===== config.mk =====
export PLATFORM = sky130hd
export DESIGN_NAME = pipe_trace_buffer_flat
export DESIGN_NICKNAME = d
export VERILOG_FILES = /design/src/rtl/pipe_trace_buffer_if.sv /design/src/rtl/pipe_trace_buffer.sv /design/src/flat_wrapper.sv
export SDC_FILE = /design/constraint.sdc
export NUM_CORES = 1
export LEC_CHECK = 0
export ABC_AREA = 1
export BUFFER_PORTS_ARGS = -buffer_cell sky130_fd_sc_hd__buf_2
export CAP_MARGIN = 10
export CORE_AREA = 2 2 384 386
export CTS_BUF_LIST = sky130_fd_sc_hd__clkbuf_8
export CTS_CLUSTER_SIZE = 30
export DETAILED_ROUTE_END_ITERATION = 8
export DIE_AREA = 0 0 386 388
export PLACE_DENSITY = 0.51
export SLEW_MARGIN = 10
export SYNTH_ARGS = -nofsm -noshare
export SYNTH_HDL_FRONTEND = slang
export SYNTH_SLANG_ARGS = --single-unit

===== constraint.sdc =====
create_clock -name clk -period 11.15 [get_ports clk]
set_input_delay 0.5575 -clock clk [delete_from_list [all_inputs] [get_ports clk]]
set_output_delay 0.5575 -clock clk [all_outputs]
set_load 0.05 [all_outputs]

===== src/rtl/pipe_trace_buffer_if.sv =====
// Capture and read-out handshake bundle for the pipeline trace buffer.
// The producer/consumer side uses master; the buffer itself uses slave.
interface pipe_trace_buffer_if #(
  parameter int PC_W = 32
);
  logic              cap_valid;
  logic [31:0]       inst;
  logic [PC_W-1:0]   pc;
  logic              rd_ready;
  logic              rd_valid;
  logic [34+PC_W:0]  rd_data;

  modport master (output cap_valid, inst, pc, rd_ready, input rd_valid, rd_data);
  modport slave  (input cap_valid, inst, pc, rd_ready, output rd_valid, rd_data);
endinterface


===== src/rtl/pipe_trace_buffer.sv =====
// Pipeline instruction trace buffer: classifies captured instructions, stores
// {class, inst, pc} records in a circular buffer and keeps per-class counters.
module pipe_trace_buffer #(
  parameter int DEPTH = 16,
  parameter int PC_W  = 32,
  parameter int POST  = 8,
  parameter int CNT_W = 16
) (
  input  logic                   clk,
  input  logic                   reset,
  input  logic                   start,
  input  logic [1:0]             mode,
  input  logic                   trigger,
  pipe_trace_buffer_if.slave     bus,
  input  logic [2:0]             cls_sel,
  output logic [CNT_W-1:0]       cls_count,
  output logic [$clog2(DEPTH):0] count,
  output logic [1:0]             state,
  output logic                   overflow
);

  localparam int AW = $clog2(DEPTH);
  localparam int PW = $clog2(DEPTH + 1);
  localparam int RW = 35 + PC_W;

  localparam logic [AW-1:0]    PTR_ZERO = {AW{1'b0}};
  localparam logic [AW-1:0]    PTR_ONE  = {{(AW-1){1'b0}}, 1'b1};
  localparam logic [AW:0]      OCC_ZERO = {(AW+1){1'b0}};
  localparam logic [AW:0]      OCC_ONE  = {{AW{1'b0}}, 1'b1};
  localparam logic [AW:0]      OCC_FULL = (AW+1)'(DEPTH);
  localparam logic [AW:0]      OCC_LAST = OCC_FULL - OCC_ONE;
  localparam logic [PW-1:0]    PST_ZERO = {PW{1'b0}};
  localparam logic [PW-1:0]    PST_ONE  = {{(PW-1){1'b0}}, 1'b1};
  localparam logic [PW-1:0]    PST_LOAD = PW'(POST);
  localparam logic [CNT_W-1:0] CNT_ZERO = {CNT_W{1'b0}};
  localparam logic [CNT_W-1:0] CNT_ONE  = {{(CNT_W-1){1'b0}}, 1'b1};
  localparam logic [CNT_W-1:0] CNT_MAX  = {CNT_W{1'b1}};

  typedef enum logic [1:0] {
    ST_IDLE   = 2'd0,
    ST_RUN    = 2'd1,
    ST_POST   = 2'd2,
    ST_FROZEN = 2'd3
  } state_t;

  function automatic logic [2:0] classify(input logic [5:0] op);
    case (op)
      6'b000010:                                classify = 3'd1;
      6'b010000, 6'b010001, 6'b010010:          classify = 3'd2;
      6'b011000, 6'b011001, 6'b011010:          classify = 3'd3;
      6'b001000, 6'b001101, 6'b101101, 6'b100101: classify = 3'd4;
      6'b111010, 6'b100000, 6'b100010:          classify = 3'd5;
      6'b110100, 6'b110101:                     classify = 3'd6;
      default:                                  classify = 3'd0;
    endcase
  endfunction

  state_t           state_r;
  logic [1:0]       mode_r;
  logic [AW-1:0]    head_r;
  logic [AW-1:0]    tail_r;
  logic [AW:0]      count_r;
  logic             overflow_r;
  logic [PW-1:0]    post_r;
  logic [RW-1:0]    mem_r [DEPTH];
  logic [CNT_W-1:0] cnt_r [8];

  logic       capture_s;
  logic       pop_s;
  logic       full_s;
  logic [2:0] cls_s;

  // start takes priority, so it masks both capture and pop
  assign capture_s = bus.cap_valid && !start && (state_r == ST_RUN || state_r == ST_POST);
  assign pop_s     = bus.rd_ready && !start && (count_r != OCC_ZERO);
  assign full_s    = (count_r == OCC_FULL);
  assign cls_s     = classify(bus.inst[31:26]);

  assign bus.rd_valid = (count_r != OCC_ZERO);
  assign bus.rd_data  = mem_r[head_r];
  assign cls_count    = cnt_r[cls_sel];
  assign count        = count_r;
  assign state        = state_r;
  assign overflow     = overflow_r;

  // Capture FSM, ring pointers, occupancy and overflow flag
  always_ff @(posedge clk or negedge reset) begin
    if (!reset) begin
      state_r    <= ST_IDLE;
      mode_r     <= 2'd0;
      head_r     <= PTR_ZERO;
      tail_r     <= PTR_ZERO;
      count_r    <= OCC_ZERO;
      overflow_r <= 1'b0;
      post_r     <= PST_ZERO;
    end else if (start) begin
      state_r    <= ST_RUN;
      mode_r     <= mode;
      head_r     <= PTR_ZERO;
      tail_r     <= PTR_ZERO;
      count_r    <= OCC_ZERO;
      overflow_r <= 1'b0;
      post_r     <= PST_ZERO;
    end else begin
      if (capture_s) tail_r <= tail_r + PTR_ONE;
      // a capture into a full ring drops the oldest entry
      if (pop_s || (capture_s && full_s)) head_r <= head_r + PTR_ONE;
      if (capture_s && !pop_s && !full_s) count_r <= count_r + OCC_ONE;
      else if (pop_s && !capture_s) count_r <= count_r - OCC_ONE;
      if (capture_s && !pop_s && full_s) overflow_r <= 1'b1;
      case (state_r)
        ST_RUN: begin
          if (mode_r == 2'd1 && capture_s && !pop_s && count_r == OCC_LAST) begin
            state_r <= ST_FROZEN;
          end else if (mode_r == 2'd2 && trigger) begin
            state_r <= ST_POST;
            post_r  <= PST_LOAD;
          end
        end
        ST_POST: begin
          if (capture_s) begin
            post_r <= post_r - PST_ONE;
            if (post_r == PST_ONE) state_r <= ST_FROZEN;
          end
        end
        ST_IDLE, ST_FROZEN: state_r <= state_r;
        default:            state_r <= ST_IDLE;
      endcase
    end
  end

  // Trace storage; contents are don't-care until written
  always_ff @(posedge clk) begin
    if (capture_s) mem_r[tail_r] <= {cls_s, bus.inst, bus.pc};
  end

  // Saturating per-class capture counters
  always_ff @(posedge clk or negedge reset) begin
    if (!reset) begin
      cnt_r <= '{default: CNT_ZERO};
    end else if (start) begin
      cnt_r <= '{default: CNT_ZERO};
    end else if (capture_s && cnt_r[cls_s] != CNT_MAX) begin
      cnt_r[cls_s] <= cnt_r[cls_s] + CNT_ONE;
    end
  end

endmodule


===== src/flat_wrapper.sv =====
// flat-port wrapper written by rule: the top's interface ports become plain ports
module pipe_trace_buffer_flat 
#(
  parameter int DEPTH = 16,
  parameter int PC_W  = 32,
  parameter int POST  = 8,
  parameter int CNT_W = 16
)
  (clk, reset, start, mode, trigger, cls_sel, cls_count, count, state, overflow, bus_cap_valid, bus_inst, bus_pc, bus_rd_ready, bus_rd_valid, bus_rd_data);
  pipe_trace_buffer_if #(.PC_W(PC_W)) bus_i ();
  input  logic clk;
  input  logic reset;
  input  logic start;
  input  logic [1:0] mode;
  input  logic trigger;
  input  logic [2:0] cls_sel;
  output logic [CNT_W-1:0] cls_count;
  output logic [$clog2(DEPTH):0] count;
  output logic [1:0] state;
  output logic overflow;
  input wire logic [$bits(bus_i.cap_valid)-1:0] bus_cap_valid;
  input wire logic [$bits(bus_i.inst)-1:0] bus_inst;
  input wire logic [$bits(bus_i.pc)-1:0] bus_pc;
  input wire logic [$bits(bus_i.rd_ready)-1:0] bus_rd_ready;
  output wire logic [$bits(bus_i.rd_valid)-1:0] bus_rd_valid;
  output wire logic [$bits(bus_i.rd_data)-1:0] bus_rd_data;
  assign bus_i.cap_valid = bus_cap_valid;
  assign bus_i.inst = bus_inst;
  assign bus_i.pc = bus_pc;
  assign bus_i.rd_ready = bus_rd_ready;
  assign bus_rd_valid = bus_i.rd_valid;
  assign bus_rd_data = bus_i.rd_data;
  pipe_trace_buffer #(.DEPTH(DEPTH), .PC_W(PC_W), .POST(POST), .CNT_W(CNT_W)) u_core (.clk(clk), .reset(reset), .start(start), .mode(mode), .trigger(trigger), .bus(bus_i), .cls_sel(cls_sel), .cls_count(cls_count), .count(count), .state(state), .overflow(overflow));
endmodule

---- After elaboration in Yosys (flattened, before gate mapping) ----
Memories as Yosys holds them, arrays and structs flattened.
Cells that the tools add are included.
word-level totals
  output and inout bits ................... 92
  memories ................................ 2
  register bits after elaboration ......... 151
  ROM bits ................................ 192
  bits in writable memories ............... 1,072
memory list
  memory            words  width  read ports  clocked after memory_dff  write ports  line                     RTL
  u_core.mem_r      16     67     1           0                         1            pipe_trace_buffer.sv:65  logic [RW-1:0] mem_r [DEPTH];
  (name not given)  64     3      1           0                         0            pipe_trace_buffer.sv:47  case (op)
operators by class
  add/sub/neg operators ................... 6
  equality and inequality tests ........... 15
  $lt $le $gt $ge ......................... 3
  muxes and demuxes ....................... 33
  reductions and logical operators ........ 32
  bitwise operators ....................... 2
operators with widths
  operator               number
  $mux 128               2
  $bwmux 128             1
  $bmux 16 s3            2
  $mux 16                5
  $demux 16 s3           1
  $mux 5                 7
  $add 16x1->16 const B  1
  $mux 4                 4
  $ne 16x16->1 const B   1
  $logic_and 1x1->1      15
  $mux 2                 5
  $pmux 5 s2             1
  $sub 5x1->5 const B    2
  $ne 3x3->1 const B     3
  $add 4x1->4 const B    2
  $ge 4x4->1 const B     2
  $not 3->4              2
  $reduce_and 4->1       2
  $reduce_bool 2->1      4
  $eq 2x2->1 const B     3
  $reduce_bool 3->1      2
  $add 5x1->5 const B    1
  $eq 5x1->1 const B     1
  $eq 5x4->1 const B     1
  13 further kinds       21

---- Depth between registers and ports, before layout ----
Gate-level depths: netlist of run 1.
  depth after elaboration ................. 9
  depth in mapped cells ................... 24
  depth with buffers taken out ............ 21

---- Least setup slack after synthesis of run 1 ----
OpenSTA, ideal clock, no wires.
  kind .................................... register to register
  from .................................... register u_core.state_r[0], in the netlist u_core.state[0]
  to ...................................... memory u_core.mem_r[0][0] (netlist name) (enable)
  path buffers ............................ 0
  data arrival time ....................... 4.535 ns
  setup slack ............................. 6.123 ns
  setup time .............................. 0.493 ns
  stages on the path, launching flop included .. 8
  cell sequence ........................... dfrtp_1 -> inv_1 -> ha_1 -> inv_1 -> nand2_1 -> nor2_1 -> nand2_1 -> nor2_1
on the way
  cells in the longest elaborated chain, start to end .. 5
  elaborated cells between the ends (all ways) .. 6
  classes of those cells .................. 2 x eq/ne; 2 x mux; 2 x reduce/logical
RTL lines
  item                                             line                      RTL
  from (decl)                                      pipe_trace_buffer.sv:58   state_t state_r;
  from (signal assigned)                           pipe_trace_buffer.sv:126  ST_IDLE, ST_FROZEN: state_r <= state_r;
  $eq 2x1->1 / $eq 2x2->1 (equally long branches)  pipe_trace_buffer.sv:74   assign capture_s = bus.cap_valid && !start && (state_r == ST_RUN || state_r == ST_POST);
  $logic_or 1x1->1 (*)                             pipe_trace_buffer.sv:74
  $logic_and 1x1->1 (*)                            pipe_trace_buffer.sv:74
  $mux 1 (*)                                       pipe_trace_buffer.sv:134  if (capture_s) mem_r[tail_r] <= {cls_s, bus.inst, bus.pc};
  $mux 1 (implied by the code) (*)                 pipe_trace_buffer.sv:134
  to (decl)                                        pipe_trace_buffer.sv:65
Mark *: on every way between the ends. The rest lies on a longest branch, timed or not.

---- Final worst setup path of run 1 ----
  from .................................... input bus_inst[28]
  to ...................................... register u_core.cnt_r[29] (netlist name)
on the way
  cells in the longest elaborated chain, start to end .. 9
  elaborated cells between the ends (all ways) .. 17
  classes of those cells .................. 1 x add/sub; 2 x order compare; 1 x eq/ne; 8 x mux; 1 x bitwise; 3 x reduce/logical; 1 x memory
RTL lines
  item                                                                       line                                                RTL
  from (decl)                                                                flat_wrapper.sv:22                                  input wire logic [$bits(bus_i.inst)-1:0] bus_inst;
  $mem_v2 64x3 (*)                                                           --
  $not 3->4 (implied by the code) (*)                                        pipe_trace_buffer.sv:143, pipe_trace_buffer.sv:144
  $bmux 16 s3 (tied with other cells)                                        pipe_trace_buffer.sv:143, pipe_trace_buffer.sv:144
  $mux 16 (implied by the code) / $logic_and 1x1->1 (equally long branches)  pipe_trace_buffer.sv:143, pipe_trace_buffer.sv:144
  $mux 16 (on tied branches)                                                 pipe_trace_buffer.sv:143, pipe_trace_buffer.sv:144
  $add 16x1->16 / $demux 16 s3 (equally long branches)                       pipe_trace_buffer.sv:144                            cnt_r[cls_s] <= cnt_r[cls_s] + CNT_ONE;
  $bwmux 128                                                                 pipe_trace_buffer.sv:144
  $mux 128                                                                   pipe_trace_buffer.sv:143                            end else if (capture_s && cnt_r[cls_s] != CNT_MAX) begin
  $mux 128                                                                   pipe_trace_buffer.sv:141                            end else if (start) begin
  to (signal, indexed assignment)                                            pipe_trace_buffer.sv:144
  to (decl)                                                                  pipe_trace_buffer.sv:66                             logic [CNT_W-1:0] cnt_r [8];
Mark *: on every way between the ends. The rest lies on a longest branch, timed or not. The select of a mux whose other input is x is not followed.
A chain may end at the register's enable or synchronous reset.

==> reports/metrics.yaml, run 1 <==
yosys:
  synth_edf_count: 1072
  synth_flop_cell: "edfxtp_1"
  synthCells: 4275
  synthSimpleGateAreaFrac: 0.128
  synth_xor_area_frac: 0.00204
  synthAdderAreaFrac: 0.00360
  synth_cell_types: 43
  netlist_area_mm2: 0.0508
  synth_top_family_by_area: "simple AND/OR/NAND/NOR gates"
  async_flop_share: 0.123
  synth.ff_latch_count: 1223
  synth_nets: 4364
  synth_compound_area_frac: 0.123
  synthMuxAreaShare: 0
  ys_seq_area_frac: 0.708
  yosys_warnings: 0
  syn_area_per_cell_um2: 11.9
job:
  cap_viol_max_count: 0
routing:
  drtIter0Drc: 2675
  drc_errors: 0
  drt_pass1_iterations: 6
  vias: 34900
  vias_per_cell: 5.33
  routed_wl_um: 151000
  routedWlPerCell_um: 23.1
  antenna_left: 0
status:
  outcome: "complete, no violations"
timing:
  rsz0062_at_grt: "false"
  setup_tns_ps: 0
  fin_skew_ps: 57.9
  setup_slack_ps: 5870
  relSlewSlack: 0.196
  fmax_ghz: 0.189
  setup_viol: 0
  holdWs_ps: 124
  worst_pin_slew_ps: 1200
  hold_viol: 0
  min_period_ps: 5280
  post-route-period-util: 0.474
  final_max_slew_viol_count: 0
cts:
  clkSinkCount: 1223
  clockBufferDepth: 3
  clkTransAtPathRegs_ps: 60
  insertion_delay_ps: 920
  cts_buffers: 200
  postCtsHoldBufs: 66
  ctsRootBufferMaster: "clkbuf_8"
  ctsResizeCount: 0
  cts_htree_levels: 4
  postCtsSetupBuffers: 0
  cts_tree: "built"
setup_path:
  worstPathRequired_ps: 11960
  critPathMaxFanout: 56
  cp_common_cell: "nand2_1"
  path_cells: "dlygate4sd3_1 -> buf_2 -> inv_1 -> nand3_1 -> nand2_1 -> nand2_1 -> inv_2 -> a21oi_2 -> o211ai_1 -> nand2_1 -> nor2_2 -> ha_1 -> nand3_2 -> inv_2 -> nand2_2 -> inv_1 -> nand2_1 -> nand2_1 -> nand2_4 -> buf_4 -> nand3_1 -> nand2_1"
  arrival_ps: 6100
  critPathSlowestCell: "nand2_1"
  path_class: "in2reg"
  slowest_delay_ps: 630
  worst_setup_path_start_kind: "input pin"
  critPathCaptureType: "register"
grt:
  first_global_vias: 34600
  antenna_found_initial: 13
  gr-total-overflow: 0
  track_usage: 0.199
  grt_pass1_wl_um: 225000
  grt_max_degree: 181
placed_design:
  hpwl_um: 76000
  post-place-ws_ps: 5550
  io_buffers: 166
  postPlaceCellArea_mm2: 0.0534
  gp_congestion: 0.803
layout:
  final_cell_mix: "edfxtp_1 (1072), nand2_1 (618), nor2_1 (616)"
  fin_nets: 4563
  layout-drive-gt1-share: 0.115
  mostFrequentLayoutCell: "edfxtp_1"
  fin_area_mm2: 0.0577
  syn_to_final_growth_pct: 13.7
floorplanning:
  core-area_mm2: 0.145
  rows: 140
  initial_core_util: 0.350
  io_pins: 167
  die_w_um: 386
  dieArea_mm2: 0.150
  die_y_um: 388
worst_hold_path:
  hp-class: "in2reg"
power_and_ir_drop:
  power.density_mw_per_mm2: 201
  irDropWorstVdd_v: 0.000125
  p_leak_nw: 20.4
[state kept, by name (all words and copies together) (netlist names)]
signal and flops:
u_core.tail_r 4, u_core.post_r 5, u_core.head_r 4, u_core.overflow 1, u_core.count 5, u_core.mem_r 1072
u_core.state 2, u_core.cnt_r 128, u_core.mode_r 2
[logic make-up (layout without fill, tap and decap cells)]
family | after synthesis | in the layout
flops | 1223 | 1223
fa+ha+maj | 14 | 14
xor+xnor | 11 | 11
simple gates | 1562 | 1562
buf+inv | 438 | 788
compound gates | 1027 | 1027
other cells | 0 | 7
[report_power, final]
| part | internal [mW] | switching (mW) | leakage (nW) |
|---|---|---|---|
| Sequential | 5.13 | 0.0850 | 11.7 |
| Clock | 1.77 | 1.83 | 2.11 |
| Combinational | 0.655 | 2.14 | 6.56 |
[routing by layer]
metal	share of wire	routed length, um	vias to the layer above	GRT usage
met2	0.48	72900	1063	0.329
li1	-	-	16000	-
met4	0.022	3370	8	0.0570
met1	0.44	66200	17500	0.268
met3	0.057	8670	246	0.0355
met5	0.00035	53	-	0
[critical path, delay by kind of cell]
family / cells / cell delay, ps
adders and majority gates: 1 / 240
and+or+nand+nor: 12 / 2180
AOI/OAI and AO/OA: 2 / 740
buffers and inverters: 7 / 2340
[cells in the mapped netlist (2+ instances only)]
master,count,share of area
o21ai_1,2,0.00020
buf_1,20,0.0015
nand3_4,11,0.0038
inv_1,130,0.0096
nor2_1,638,0.047
o22ai_1,70,0.0086
buf_2,15,0.0015
nand2_1,618,0.046
ha_1,13,0.0032
buf_4,8,0.0012
edfxtp_1,1072,0.63
o21ai_0,604,0.060
a31oi_1,16,0.0020
xnor2_1,3,0.00052
o221ai_1,207,0.036
buf_6,10,0.0022
a21oi_1,41,0.0040
clkinv_1,3,0.00022
nand4_1,41,0.0051
o211ai_1,72,0.011
inv_2,5,0.00037
nor2_2,7,0.00086
nand2_2,4,0.00049
nor2_4,6,0.0013
nand3_1,226,0.022
dfrtp_1,151,0.074
a221oi_1,8,0.0014
nand3_2,2,0.00039
clkbuf_1,246,0.018
o21bai_1,2,0.00030
nor3_1,4,0.00039
xor2_1,7,0.0012
nor4_1,3,0.00037
[through the flow]
stage	cells	utilization	power, mW
after floorplan	4275	-	7.22
after global placement	6123	0.368	8.08
after detailed placement	6123	0.368	8.10
after CTS	6542	0.397	11.7
after global routing	6545	0.398	12.2
final	6549	0.398	11.6
[path summary, 6_finish.rpt]
| kind | start | endpoint | slack (ps) | cells after the start |
|---|---|---|---|---|
| max | bus_inst[28] | u_core.cnt_r[29] | 5870 | 22 |
| min | bus_inst[27] | u_core.mem_r[14][59] | 120 | 1 |
| max reg2reg | u_core.state[0] | u_core.mem_r[7][56] | 6920 | 9 |
| min reg2reg | u_core.cnt_r[33] | u_core.cnt_r[33] | 470 | 2 |
| max in group asynchronous | reset | u_core.cnt_r[84] | 9460 | 3 |
| min in group asynchronous | reset | u_core.cnt_r[14] | 270 | 2 |
[layout make-up]
| cell class | count | area [um^2] |
|---|---|---|
| Fill cell | 13900 | 87500 |
| Sequential cell | 1223 | 36000 |
| Multi-Input combinational cell | 2614 | 13200 |
| Clock buffer | 207 | 2850 |
| Tap cell | 1917 | 2400 |
| Timing Repair Buffer | 296 | 1990 |
| Clock inverter | 146 | 767 |
| Inverter | 139 | 544 |
| Antenna cell | 7 | 17.5 |
Power figures use the tool's default switching activity.
==> inputs of run 2 (changes only) <==
PLACE_DENSITY = 0.53   (was 0.51)
clock period = 4.3 ns   (was 11.15 ns; I/O delays follow)
==> reports/metrics.yaml, run 2 (same netlist as run 1, synthesis figures left out) <==
cts:
  cts_tree: "built"  # unchanged
  clkTransAtPathRegs_ps: 60  # about the same
  insertion_delay_ps: 940  # was 920 ps
  cts_htree_levels: 4  # unchanged
  clkSinkCount: 1223  # unchanged
  ctsRootBufferMaster: "clkbuf_8"  # unchanged
  clockBufferDepth: 3  # unchanged
  cts_buffers: 202  # was 200
worst_hold_path:
  hp-class: "in2reg"  # unchanged
  min_to: "u_core.mem_r[3][37]"  # was u_core.mem_r[14][59]
  hp-start: "bus_inst[5]"  # was bus_inst[27]
  hold_depth: 2  # was 1
floorplanning:
  rows: 140  # unchanged
  initial_core_util: 0.350  # unchanged
  die_y_um: 388  # unchanged
  io_pins: 167  # unchanged
  die_w_um: 386  # unchanged
  dieArea_mm2: 0.150  # unchanged
  core-area_mm2: 0.145  # unchanged
timing:
  worst_pin_slew_ps: 983  # was 1200 ps
  rsz0062_at_grt: "false"  # unchanged
  fin_skew_ps: 70.5  # was 57.9 ps
  final_max_slew_viol_count: 0  # unchanged
  min_period_ps: 3980
  post-route-period-util: 0.925
  setup_tns_ps: 0  # unchanged
  setup_viol: 0  # unchanged
  relSlewSlack: 0.345  # was 0.196
  fmax_ghz: 0.251
  setup_slack_ps: 323  # was 5870 ps
  hold_viol: 0  # unchanged
setup_path:
  path_class: "reg2out"  # was in2reg
  startpoint: "u_core.head_r[0]"  # was bus_inst[28]
  r2r-start: "u_core.state[0]"  # unchanged
  worstPathRequired_ps: 4090  # was 11960 ps
  reg2reg_to: "u_core.mem_r[14][24]"  # was u_core.mem_r[7][56]
  arrival_ps: 3760  # was 6100 ps
  worst_setup_path_start_kind: "register"  # was input pin
  critPathMaxFanout: 200  # was 56
  critPathCaptureType: "output pin"  # was register
  r2r_setup_slack_ps: 1200  # was 6920 ps
  worstRegToRegCells: 9  # unchanged
grt:
  track_usage: 0.195  # was 0.199
  grt.met2_usage: 0.307  # was 0.329
  use_met3: 0.0404  # was 0.0355
  grt_pass1_wl_um: 220000  # was 225000 um
  busiest_layer: "met2"  # unchanged
  grtUsageMet1: 0.270  # was 0.268
  grt_max_degree: 201  # was 181
  antenna_found_initial: 17  # was 13
  first_global_vias: 34500  # was 34600
  gr-total-overflow: 0  # unchanged
layout:
  reg.largest.list: "u_core.mem_r: 1072 flops, u_core.cnt_r: 128 flops"  # unchanged
  final_cell_mix: "edfxtp_1 (1072), nor2_1 (622), nand2_1 (618)"  # was edfxtp_1 (1072), nand2_1 (618), nor2_1 (616)
  syn_to_final_growth_pct: 15.5  # was 13.7%
  fin_nets: 4605  # was 4563
  mostFrequentLayoutCell: "edfxtp_1"  # unchanged
  fin_area_mm2: 0.0587  # was 0.0577 mm^2
  layout-drive-gt1-share: 0.119  # was 0.115
  top_register: "u_core.mem_r"  # unchanged
  largest_register_ff_count: 1072  # unchanged
placed_design:
  io_buffers: 166  # unchanged
  hpwl_um: 78100  # was 76000 um
  postPlaceCellArea_mm2: 0.0541  # was 0.0534 mm^2
  post-place-ws_ps: 519  # was 5550 ps
  gp_congestion: 0.845  # was 0.803
routing:
  antenna_left: 0  # unchanged
  drc_errors: 0  # unchanged
  routed_wl_um: 148000  # was 151000 um
  routedWlPerCell_um: 22.4  # was 23.1 um
  drt_pass1_iterations: 6  # unchanged
  vias_per_cell: 5.31  # was 5.33
  vias: 35000  # was 34900
  drtIter0Drc: 3353  # was 2675
job:
  cap_viol_max_count: 0  # unchanged
power_and_ir_drop:
  power.density_mw_per_mm2: 519  # was 201 mW/mm^2
  p_leak_nw: 20.8  # was 20.4 nW
  irDropWorstVdd_v: 0.000305  # was 0.000125 V
status:
  outcome: "complete, no violations"  # unchanged
## run 2: layer usage
metal | wire (um) | part of all wire
met1 | 65200 | 0.44
met2 | 68800 | 0.47
met3 | 10000 | 0.068
met4 | 3550 | 0.024
met5 | 116 | 0.00079
## run 2: area by class of cell
type,count,area (um^2)
Inverter,139,544
Fill cell,13800,86500
Multi-Input combinational cell,2614,13200
Antenna cell,6,15.0
Clock buffer,205,2820
Tap cell,1917,2400
Sequential cell,1223,36000
Clock inverter,159,923
Timing Repair Buffer,336,2810
## run 2: how the worst max path moves through the flow
stage,to,slack [ps],cells after the start
2_1_floorplan,u_core.mem_r[0][0],-730,7
3_3_place_gp,u_core.cnt_r[103],620,21
3_5_place_dp,u_core.cnt_r[87],520,21
4_1_cts,bus_rd_data[43],260,7
5_1_grt,bus_rd_data[2],80,6
6_report,bus_rd_data[33],320,6
## run 2: timing repair
item / 4_1_cts / 5_1_grt
hold endpoints to repair: 1209 / 0
buffers inserted: 0 / 0
resized for setup: 0 / 0
hold buffers: 77 / 0
## run 2: worst max-delay path, stage by stage (launching register included)
cell      delay [ps]
dfrtp_4          840
buf_12           620
o21ai_0          220
o221ai_1         320
nand3_1          130
nand2_1          190
buf_2            300
## run 2: stage by stage
step                cells  utilization  hold slack, ps  power, mW
floorplan            4275            -           -80.6       18.7
global placement     6152        0.373             423       21.1
detailed placement   6152        0.373             426       21.2
CTS                  6593        0.404             103       30.8
global route         6594        0.404             161       32.0
finish               6599        0.404             200       30.5
## run 2: where the power goes
part	internal, mW	switching (mW)	total (mW)
Sequential	13.3	0.263	13.6
Clock	4.68	4.82	9.50
Combinational	1.85	5.55	7.40
Total	19.8	10.6	30.5
